--- config.mk ---
export PLATFORM = sky130hd
export DESIGN_NAME = regfile_dump_reader
export DESIGN_NICKNAME = d
export VERILOG_FILES = /design/src/rtl/regfile_dump_reader.sv
export SDC_FILE = /design/constraint.sdc
export NUM_CORES = 1
export LEC_CHECK = 0
export CORE_AREA = 4 4 73 75
export DETAILED_ROUTE_END_ITERATION = 16
export DIE_AREA = 0 0 77 79
export MAX_ROUTING_LAYER = met4
export PLACE_DENSITY = 0.86
export SLEW_MARGIN = 20
export SYNTH_ARGS = -nofsm -noshare
export SYNTH_HDL_FRONTEND = slang
export SYNTH_SLANG_ARGS = --single-unit
--- constraint.sdc ---
create_clock -name clk -period 2.5 [get_ports clk]
set_input_delay 0.25 -clock clk [delete_from_list [all_inputs] [get_ports clk]]
set_output_delay 0.25 -clock clk [all_outputs]
set_load 0.005 [all_outputs]
--- src/rtl/regfile_dump_reader.sv ---
// Streams register file words FIRST_REG..LAST_REG over valid/ready; optional XOR checksum beat (DUMP_CHECKSUM_EN).
// Latency: first beat 2 cycles after start, then one beat per 2 cycles with out_ready high.
// Backpressure: beat held stable until out_ready; start ignored while busy.
module regfile_dump_reader #(
    parameter int FIRST_REG = 0,
    parameter int LAST_REG  = 31
) (
    input  logic        clk,
    input  logic        rst_n,
    input  logic        start,
    output logic [4:0]  rd_addr,
    input  logic [31:0] rd_data,
    output logic        out_valid,
    input  logic        out_ready,
    output logic [31:0] out_data,
    output logic [4:0]  out_index,
    output logic        out_last,
    output logic        busy,
    output logic        done
);

    localparam logic [4:0] FIRST_A = 5'(FIRST_REG);
    localparam logic [4:0] LAST_A  = 5'(LAST_REG);

`ifdef DUMP_CHECKSUM_EN
    typedef enum logic [1:0] {IDLE, LOAD, SEND, CSUM} state_t;
    logic [31:0] acc;
`else
    typedef enum logic [1:0] {IDLE, LOAD, SEND} state_t;
`endif

    state_t state;

    always_ff @(posedge clk) begin
        if (!rst_n) begin
            state     <= IDLE;
            rd_addr   <= 5'd0;
            out_valid <= 1'b0;
            out_data  <= 32'd0;
            out_index <= 5'd0;
            out_last  <= 1'b0;
            busy      <= 1'b0;
            done      <= 1'b0;
`ifdef DUMP_CHECKSUM_EN
            acc       <= 32'd0;
`endif
        end else begin
            done <= 1'b0;
            case (state)
                IDLE: begin
                    if (start) begin
                        rd_addr <= FIRST_A;
                        busy    <= 1'b1;
                        state   <= LOAD;
`ifdef DUMP_CHECKSUM_EN
                        acc     <= 32'd0;
`endif
                    end
                end
                LOAD: begin
                    // Word is snapshotted here; later regfile writes to this index are not seen.
                    out_data  <= rd_data;
                    out_index <= rd_addr;
                    out_valid <= 1'b1;
`ifdef DUMP_CHECKSUM_EN
                    out_last  <= 1'b0;
                    acc       <= acc ^ rd_data;
`else
                    out_last  <= (rd_addr == LAST_A);
`endif
                    state     <= SEND;
                end
                SEND: begin
                    if (out_valid && out_ready) begin
                        out_valid <= 1'b0;
                        if (rd_addr != LAST_A) begin
                            rd_addr <= rd_addr + 5'd1;
                            state   <= LOAD;
                        end else begin
`ifdef DUMP_CHECKSUM_EN
                            state   <= CSUM;
`else
                            done    <= 1'b1;
                            busy    <= 1'b0;
                            state   <= IDLE;
`endif
                        end
                    end
                end
`ifdef DUMP_CHECKSUM_EN
                CSUM: begin
                    // First cycle presents the checksum beat, then waits for its handshake.
                    if (!out_valid) begin
                        out_data  <= acc;
                        out_index <= LAST_A;
                        out_last  <= 1'b1;
                        out_valid <= 1'b1;
                    end else if (out_ready) begin
                        out_valid <= 1'b0;
                        done      <= 1'b1;
                        busy      <= 1'b0;
                        state     <= IDLE;
                    end
                end
`endif
                default: state <= IDLE;
            endcase
        end
    end

endmodule

## Yosys cells after proc, flatten, opt, wreduce, memory -nomap -nowiden

Index checks and enable logic that the tools add are counted.

- Bits in registers: 48
- Latch bits: 0
- RAM bits: 0
- Memory bits (read-only): 0
- Output and inout port bits: 46
- Word-level logic and storage cells: 41
- Memories: 0

- $add $sub $neg: 1
- Multipliers: 0
- Div/mod/pow operators: 0
- Order comparisons: 0
- Equal/unequal tests: 8
- Shifts and indexed selects: 0
- Muxes and demuxes: 15
- Bitwise logic cells: 0
- Reductions and logical operators: 9

Operators by type and width:

| operator | count |
|---|---|
| $mux W5 | 3 |
| $pmux W5 S2 | 1 |
| $ne A2 B2 Y1 const B | 4 |
| $reduce_and A4 Y1 | 2 |
| $mux W1 | 6 |
| $pmux W2 S3 | 1 |
| $add A5 B1 Y5 const B | 1 |
| $eq A5 B5 Y1 const B | 1 |
| $ne A5 B5 Y1 const B | 1 |
| $mux W2 | 2 |
| $pmux W1 S2 | 2 |
| $reduce_and A2 Y1 | 2 |
| $reduce_bool A2 Y1 | 2 |
| $reduce_and A3 Y1 | 1 |
| $eq A2 B1 Y1 const B | 1 |
| $eq A2 B2 Y1 const B | 1 |
| $logic_not A2 Y1 | 1 |
| $logic_and A1 B1 Y1 | 1 |

## Logic depth before layout (Yosys ltp)

Gate-level depths: netlist of run 1.

- Depth after elaboration: 4
- Depth in mapped cells: 6

## Worst setup path before layout of run 1

OpenSTA, ideal clock, no wires.

- Path type: reg-to-reg
- Start point: register rd_addr[0]
- End point: register rd_addr[3]
- Library setup time: 0.082 ns
- Arrival: 1.710 ns
- Path slack: 0.707 ns
- Cell stages (with the launch flop): 7
- Path buffers: 0
- Period minus slack after synthesis: 1.793 ns
- Path through: dfxtp_1 ha_1 and3_1 ha_1 nand4b_4 or4_1 o221ai_1

- Longest elaborated chain between the ends: 4
- Elaborated cells on any way between the ends: 7

RTL lines:

| element | RTL line | source |
|---|---|---|
| start: declaration | 11 | `output logic [4:0] rd_addr,` |
| start signal: assignment | 77 | `rd_addr <= rd_addr + 5'd1;` |
| $add A5 B1 Y5 | 77 |  |
| $mux W5 | 76 | `if (rd_addr != LAST_A) begin` |
| $mux W5 | 74 | `if (out_valid && out_ready) begin` |
| $pmux W5 S2 | 49 | `case (state)` |

Parallel ways exist; a longest one is shown, timed or not. The select of a mux whose other input is x is not followed.
A chain may end at the register's enable or synchronous reset.

## Worst setup path in the final report of run 1

Ends and elaborated chain as after synthesis.

==> metrics.csv, run 1 <==
stage,metric,value,unit
clocking,tritoncts.num_buffers,5,
worst_setup_path,timing.critical_path.arrival,2100,ps
pwr,power.internal,1.23,mW
global_routing,grt_overflow,0,
die,die_height,79,um
routing,final_antenna_net_count,0,
routing,wl_per_cell,13.0,um
global_routing,number_of_antenna_violations_at_the_first_check_in_global_routing,0,
clocking,post_cts_hold_buffer_count,0,
routing,detailroute.via_count,1753,
synthesis,synth_fp_nets,261,
synthesis,post_synthesis_async_set_or_reset_flop_share,0,%
timing,tightest_slew,527,ps
timing,rsz0062_at_grt,false,
worst_setup_path,worst_setup_path_start_kind,flop,
clocking,cts-root-buf,clkbuf_8,
worst_setup_path,depth_of_the_most_critical_reg_to_reg_path,6,
global_routing,first_global_vias,1642,
timing,post-route-period-util,75.6,%
timing,timing_max_transition_violations_final,0,
clocking,clk_path_buf_depth,2,
worst_setup_path,worst_reg2reg_setup_slack,610,ps
clocking,clk_latency,290,ps
placement,port_buffers,81,
die,floorplan.rows,25,
timing,fin_worst_skew,3.26,ps
routing,postRouteWirelength,4630,um
die,die_width,77,um
synthesis,netlist_area,0.00191,sq mm
pwr,power.switching_fraction,22.1,%
timing,setup_viol,0,
worst_setup_path,setup.worst_path.end_class,flop,
global_routing,grt.total_usage,16.3,%
synthesis,synth_seq_cells,48,
placement,dpl_worst_slack,633,ps
synthesis,synth-seq-area-share,50.2,%
worst_setup_path,crit_path_start,rd_addr[0]$_SDFFE_PN0P_,
worst_setup_path,crit-reg2reg-launch,rd_addr[0]$_SDFFE_PN0P_,
pwr,power-per-cell-area,548,mW/mm^2
global_routing,first_pass_grt_wire_length,7830,um
hold_path,min_path_type,reg -> reg,
pwr,vdd_drop_max,0.310,mV
synthesis,yosys_warnings,0,
pwr,share_comb_of_total_power,14.1,%
timing,final-hold-violation-count,0,
timing,timing.max_slew.rel_slack,64.7,%
clocking,htree_num_levels,2,
pwr,clkPwrFrac,34.0,%
run,drv_cap,0,
status,status,finished clean,
cells_and_area,drive_above_1_share,5.28,%
clocking,clk_pin_slew_worst_paths,80,ps
timing,finalSetupTns,0,ps
clocking,cts_resized,0,
die,placeableCoreArea,0.00466,sq mm
routing,drc,0,
worst_setup_path,crit_path_max_fanout,6,
synthesis,netlist_top_cells_count,"80 x nand2_1, 48 x dfxtp_1, 31 x a21boi_0, 8 x a21boi_1",
synthesis,yosys.area.top_type_share,50.2,%
routing,drt_first_iter_violations,68,
clocking,tritoncts,done,
pwr,cell_leakage_power,1.04,nW
die,initial_core_utilization,41.0,%
worst_setup_path,worstReg2RegEnd,rd_addr[3]$_SDFFE_PN0P_,
cells_and_area,diodes,0,
synthesis,netlist_cell_types,29,
placement,detailedPlacementHpwl,3400,um
synthesis,syn-instance-count,223,
synthesis,ys_dominant_reg_cell,dfxtp_1,
pwr,seq_power_share,51.9,%
synthesis,post-synth-top-count-cell,nand2_1,
die,boundaryPins,82,
cells_and_area,final_nets,340,
timing,timing.final.crit_period,1890,ps
timing,setup_slack,609,ps
clocking,post_cts.repair.setup_buffers,0,
synthesis,synth_area_per_cell,8.58,sq um
timing,fmax,529,MHz
pwr,power.switching,0.348,mW
worst_setup_path,critPathCapture,rd_addr[3]$_SDFFE_PN0P_,
synthesis,synth_top_area_cell,dfxtp_1,
clocking,clock_sinks,48,
synthesis,ys_top_cells_by_area,"dfxtp_1 50%, nand2_1 16%, a21boi_0 12%",
die,design.die.area,0.00608,sq mm
synthesis,synth_enable_flop_cells,0,
timing,finalHoldWorstSlack,456,ps
cells_and_area,syn_to_final_growth,50.4,%
worst_setup_path,worst_ep_required_time,2710,ps
placement,gp_congestion,0.796,
routing,detail_route.vias_per_cell,4.91,
routing,first_pass_iteration_count_of_the_detailed_router,4,
global_routing,grt_max_degree,26,
worst_setup_path,path_class,reg -> reg,
layout make-up:
type	instances	area [sq um]
timing repair buffer	87	856
tap	54	67.6
sequential	48	961
clock inverter	2	35.0
inverter	1	3.75
fill	405	1780
clock buffer	6	72.6
multi-input combinational	159	882
cells in the final DEF (no fill, tap or decap), types with 2 or more instances in the layout:
cell / synthesis / layout
buf_4: 1 / 6
nand3_1: 4 / 4
and3_1: 2 / 2
a21boi_0: 31 / 31
clkdlybuf4s50_1: 0 / 81
nand3b_1: 3 / 3
o2111ai_1: 2 / 2
a32o_1: 2 / 2
o21ai_0: 2 / 2
clkbuf_8: 0 / 5
nand2_1: 80 / 80
nor2_1: 3 / 3
dfxtp_1: 48 / 48
ha_1: 2 / 2
a21oi_1: 3 / 3
a21boi_1: 8 / 8
nand2b_1: 5 / 5
stage by stage:
step | util, % | instances | power [mW] | area (sq um)
2_1_floorplan | - | 223 | 0.924 | 1910
3_3_place_gp | 59.4 | 349 | 1.06 | 2770
3_5_place_dp | 59.4 | 349 | 1.06 | 2770
4_1_cts | 61.7 | 357 | 1.60 | 2880
5_1_grt | 61.7 | 357 | 1.66 | 2880
6_report | 61.7 | 357 | 1.58 | 2880
state kept, by name, indices dropped and copies added (netlist names):
register   flops
out_valid      1
out_index      5
done           1
out_data      32
rd_addr        5
state          2
out_last       1
busy           1
routing by layer:
layer	track usage, %	wire [um]
met1	19.5	2100
met2	26.9	2200
met3	4.99	285
met4	4.27	34
met5	-	0
power groups by stage:
| stage | clock network, mW | registers (mW) | logic [mW] |
|---|---|---|---|
| 6_report | 0.536 | 0.818 | 0.222 |
| 2_1_floorplan | 0 | 0.834 | 0.0893 |
| 4_1_cts | 0.556 | 0.819 | 0.226 |
| 5_1_grt | 0.591 | 0.823 | 0.245 |
| 3_5_place_dp | 0 | 0.837 | 0.225 |
| 3_3_place_gp | 0 | 0.836 | 0.221 |
how the worst min path moves through the flow:
stage                                   start                        end  slack [ps]  cells after the start
finish               out_data[7]$_SDFFE_PN0P_   out_data[7]$_SDFFE_PN0P_         460                      2
global route        out_data[11]$_SDFFE_PN0P_  out_data[11]$_SDFFE_PN0P_         480                      2
CTS                  out_data[9]$_SDFFE_PN0P_   out_data[9]$_SDFFE_PN0P_         460                      2
detailed placement   out_data[9]$_SDFFE_PN0P_   out_data[9]$_SDFFE_PN0P_         450                      2
global placement     out_data[9]$_SDFFE_PN0P_   out_data[9]$_SDFFE_PN0P_         440                      2
floorplan                         rd_data[28]  out_data[28]$_SDFFE_PN0P_         380                      2
logic make-up (layout without fill, tap and decap cells):
family,count (synthesis),after routing,synth area share (%)
and+or+nand+nor,105,105,24.5
AOI/OAI and AO/OA,52,52,20.1
DFF,48,48,50.2
buffers and inverters,16,96,3.79
adders and majority gates,2,2,1.31
worst max-delay path, stage by stage, from the launching register on:
cell      delay, ps
dfxtp_1         360
ha_1            220
and3_1          180
ha_1            230
nand4b_4        210
or4_1           530
o221ai_1         80
Power figures use the tool's default switching activity.
==> run 2, diff against run 1 <==
Clock period 2.5 ns to 1.9 ns, I/O delays scaled along.
==> metrics.csv, run 2 (same netlist as run 1, synthesis figures left out) <==
stage,metric,value,unit
routing,detailroute.via_count,1746,
timing,setup_slack,192,ps
routing,drt_first_iter_violations,70,
hold_path,min_path_type,in -> reg,
cells_and_area,final_common_cell,clkdlybuf4s50_1,
clocking,clk_latency,300,ps
timing,timing_max_transition_violations_final,0,
worst_setup_path,worst_reg2reg_setup_slack,190,ps
clocking,tritoncts.num_buffers,5,
die,floorplan.rows,25,
die,placeableCoreArea,0.00466,sq mm
clocking,htree_num_levels,2,
pwr,vdd_drop_max,0.479,mV
pwr,cell_leakage_power,1.05,nW
cells_and_area,largest_register_ff_count,32,
clocking,clk_path_buf_depth,2,
worst_setup_path,setup.worst_path.end_class,flop,
timing,post-route-period-util,89.9,%
die,die_width,77,um
worst_setup_path,crit_path_max_fanout,5,
routing,first_pass_iteration_count_of_the_detailed_router,4,
clocking,clk_pin_slew_worst_paths,90,ps
placement,detailedPlacementHpwl,3350,um
global_routing,first_global_vias,1735,
timing,final-hold-violation-count,0,
routing,detail_route.vias_per_cell,4.89,
cells_and_area,largest_registers,"out_data: 32 flops, out_index: 5 flops, rd_addr: 5 flops",
routing,postRouteWirelength,4700,um
timing,timing.max_slew.rel_slack,72.4,%
worst_setup_path,timing.critical_path.arrival,1930,ps
timing,setup_viol,0,
placement,port_buffers,81,
clocking,clock_sinks,48,
cells_and_area,largest_register,out_data,
cells_and_area,drive_above_1_share,6.27,%
die,die_height,79,um
run,drv_cap,0,
routing,wl_per_cell,13.2,um
global_routing,number_of_antenna_violations_at_the_first_check_in_global_routing,0,
status,status,finished clean,
clocking,cts-root-buf,clkbuf_8,
die,design.die.area,0.00608,sq mm
pwr,report.power.total,2.13,mW
timing,fmax,586,MHz
pwr,power-per-cell-area,734,mW/mm^2
placement,gp_congestion,0.873,
cells_and_area,layout.cells.most_common_list,"81 x clkdlybuf4s50_1, 80 x nand2_1, 47 x dfxtp_1",
routing,drc,0,
placement,dpl_worst_slack,45.5,ps
cells_and_area,syn_to_final_growth,51.5,%
timing,tightest_slew,413,ps
timing,rsz0062_at_grt,false,
global_routing,grt_overflow,0,
global_routing,grt.total_usage,16.3,%
clocking,tritoncts,done,
worst_setup_path,worst_ep_required_time,2120,ps
timing,fin_worst_skew,8.57,ps
worst_setup_path,path_class,reg -> reg,
cells_and_area,final_nets,340,
cells_and_area,diodes,0,
global_routing,grt_max_degree,39,
worst_setup_path,worst_setup_path_start_kind,flop,
routing,final_antenna_net_count,0,
die,boundaryPins,82,
timing,finalSetupTns,0,ps
die,initial_core_utilization,41.0,%
global_routing,first_pass_grt_wire_length,7850,um
timing,timing.final.crit_period,1710,ps
run 2: changes by cell type in the layout (fill, tap and decap cells not counted):
| cell | before | now |
|---|---|---|
| clkbuf_1 | 1 | 0 |
| clkbuf_8 | 5 | 6 |
| clkinv_2 | 1 | 0 |
| clkinv_4 | 0 | 1 |
| dfxtp_1 | 48 | 47 |
| dfxtp_4 | 0 | 1 |
| ha_1 | 2 | 1 |
| ha_2 | 0 | 1 |
run 2: report_power, final:
part / internal [mW] / switching (mW)
registers: 1.05 / 0.0294
clock network: 0.430 / 0.330
logic: 0.177 / 0.113
run 2: layout make-up:
type                    count  area, sq um
well taps                  54         67.6
fillers                   435         1760
repair buffers             87          856
inverters                   1         3.75
multi-input cells         159          885
flip-flops and latches     48          965
clock inverters             2         38.8
clock buffers               6         82.6
run 2: worst max-delay path, stage by stage, from the launching register on:
cell,delay [ps]
dfxtp_4,370
ha_1,190
and3_1,190
ha_2,200
nand4b_4,190
or4_1,410
o221ai_1,80
run 2: layer usage:
metal	global-route usage [%]	wire length (um)	share of wire, %	vias to the layer above
met3	5.10	296	6.3	6
met1	18.7	2130	45	792
met2	28.0	2220	47	52
met4	4.27	55	1.2	0
met5	-	0	0	-
li1	-	-	-	896
run 2: worst paths after layout:
path	startpoint	endpoint	depth (start not counted)
min	rd_data[30]	out_data[30]$_SDFFE_PN0P_	3
max	rd_addr[1]$_SDFFE_PN0P_	rd_addr[3]$_SDFFE_PN0P_	6
max reg2reg	rd_addr[1]$_SDFFE_PN0P_	rd_addr[3]$_SDFFE_PN0P_	6
min reg2reg	out_data[30]$_SDFFE_PN0P_	out_data[30]$_SDFFE_PN0P_	2
run 2: repair_timing:
item,in CTS,in global routing
setup endpoints to repair,0,1
resized for setup,0,3
setup buffers,0,0
hold buffers,0,0
run 2: per-stage QoR:
step	cell area, sq um	hold slack (ps)	instances	util (%)
floorplan	1910	325	223	-
global placement	2770	441	349	59.4
detailed placement	2770	447	349	59.4
CTS	2890	433	357	62.0
global route	2900	437	357	62.2
finish	2900	435	357	62.2
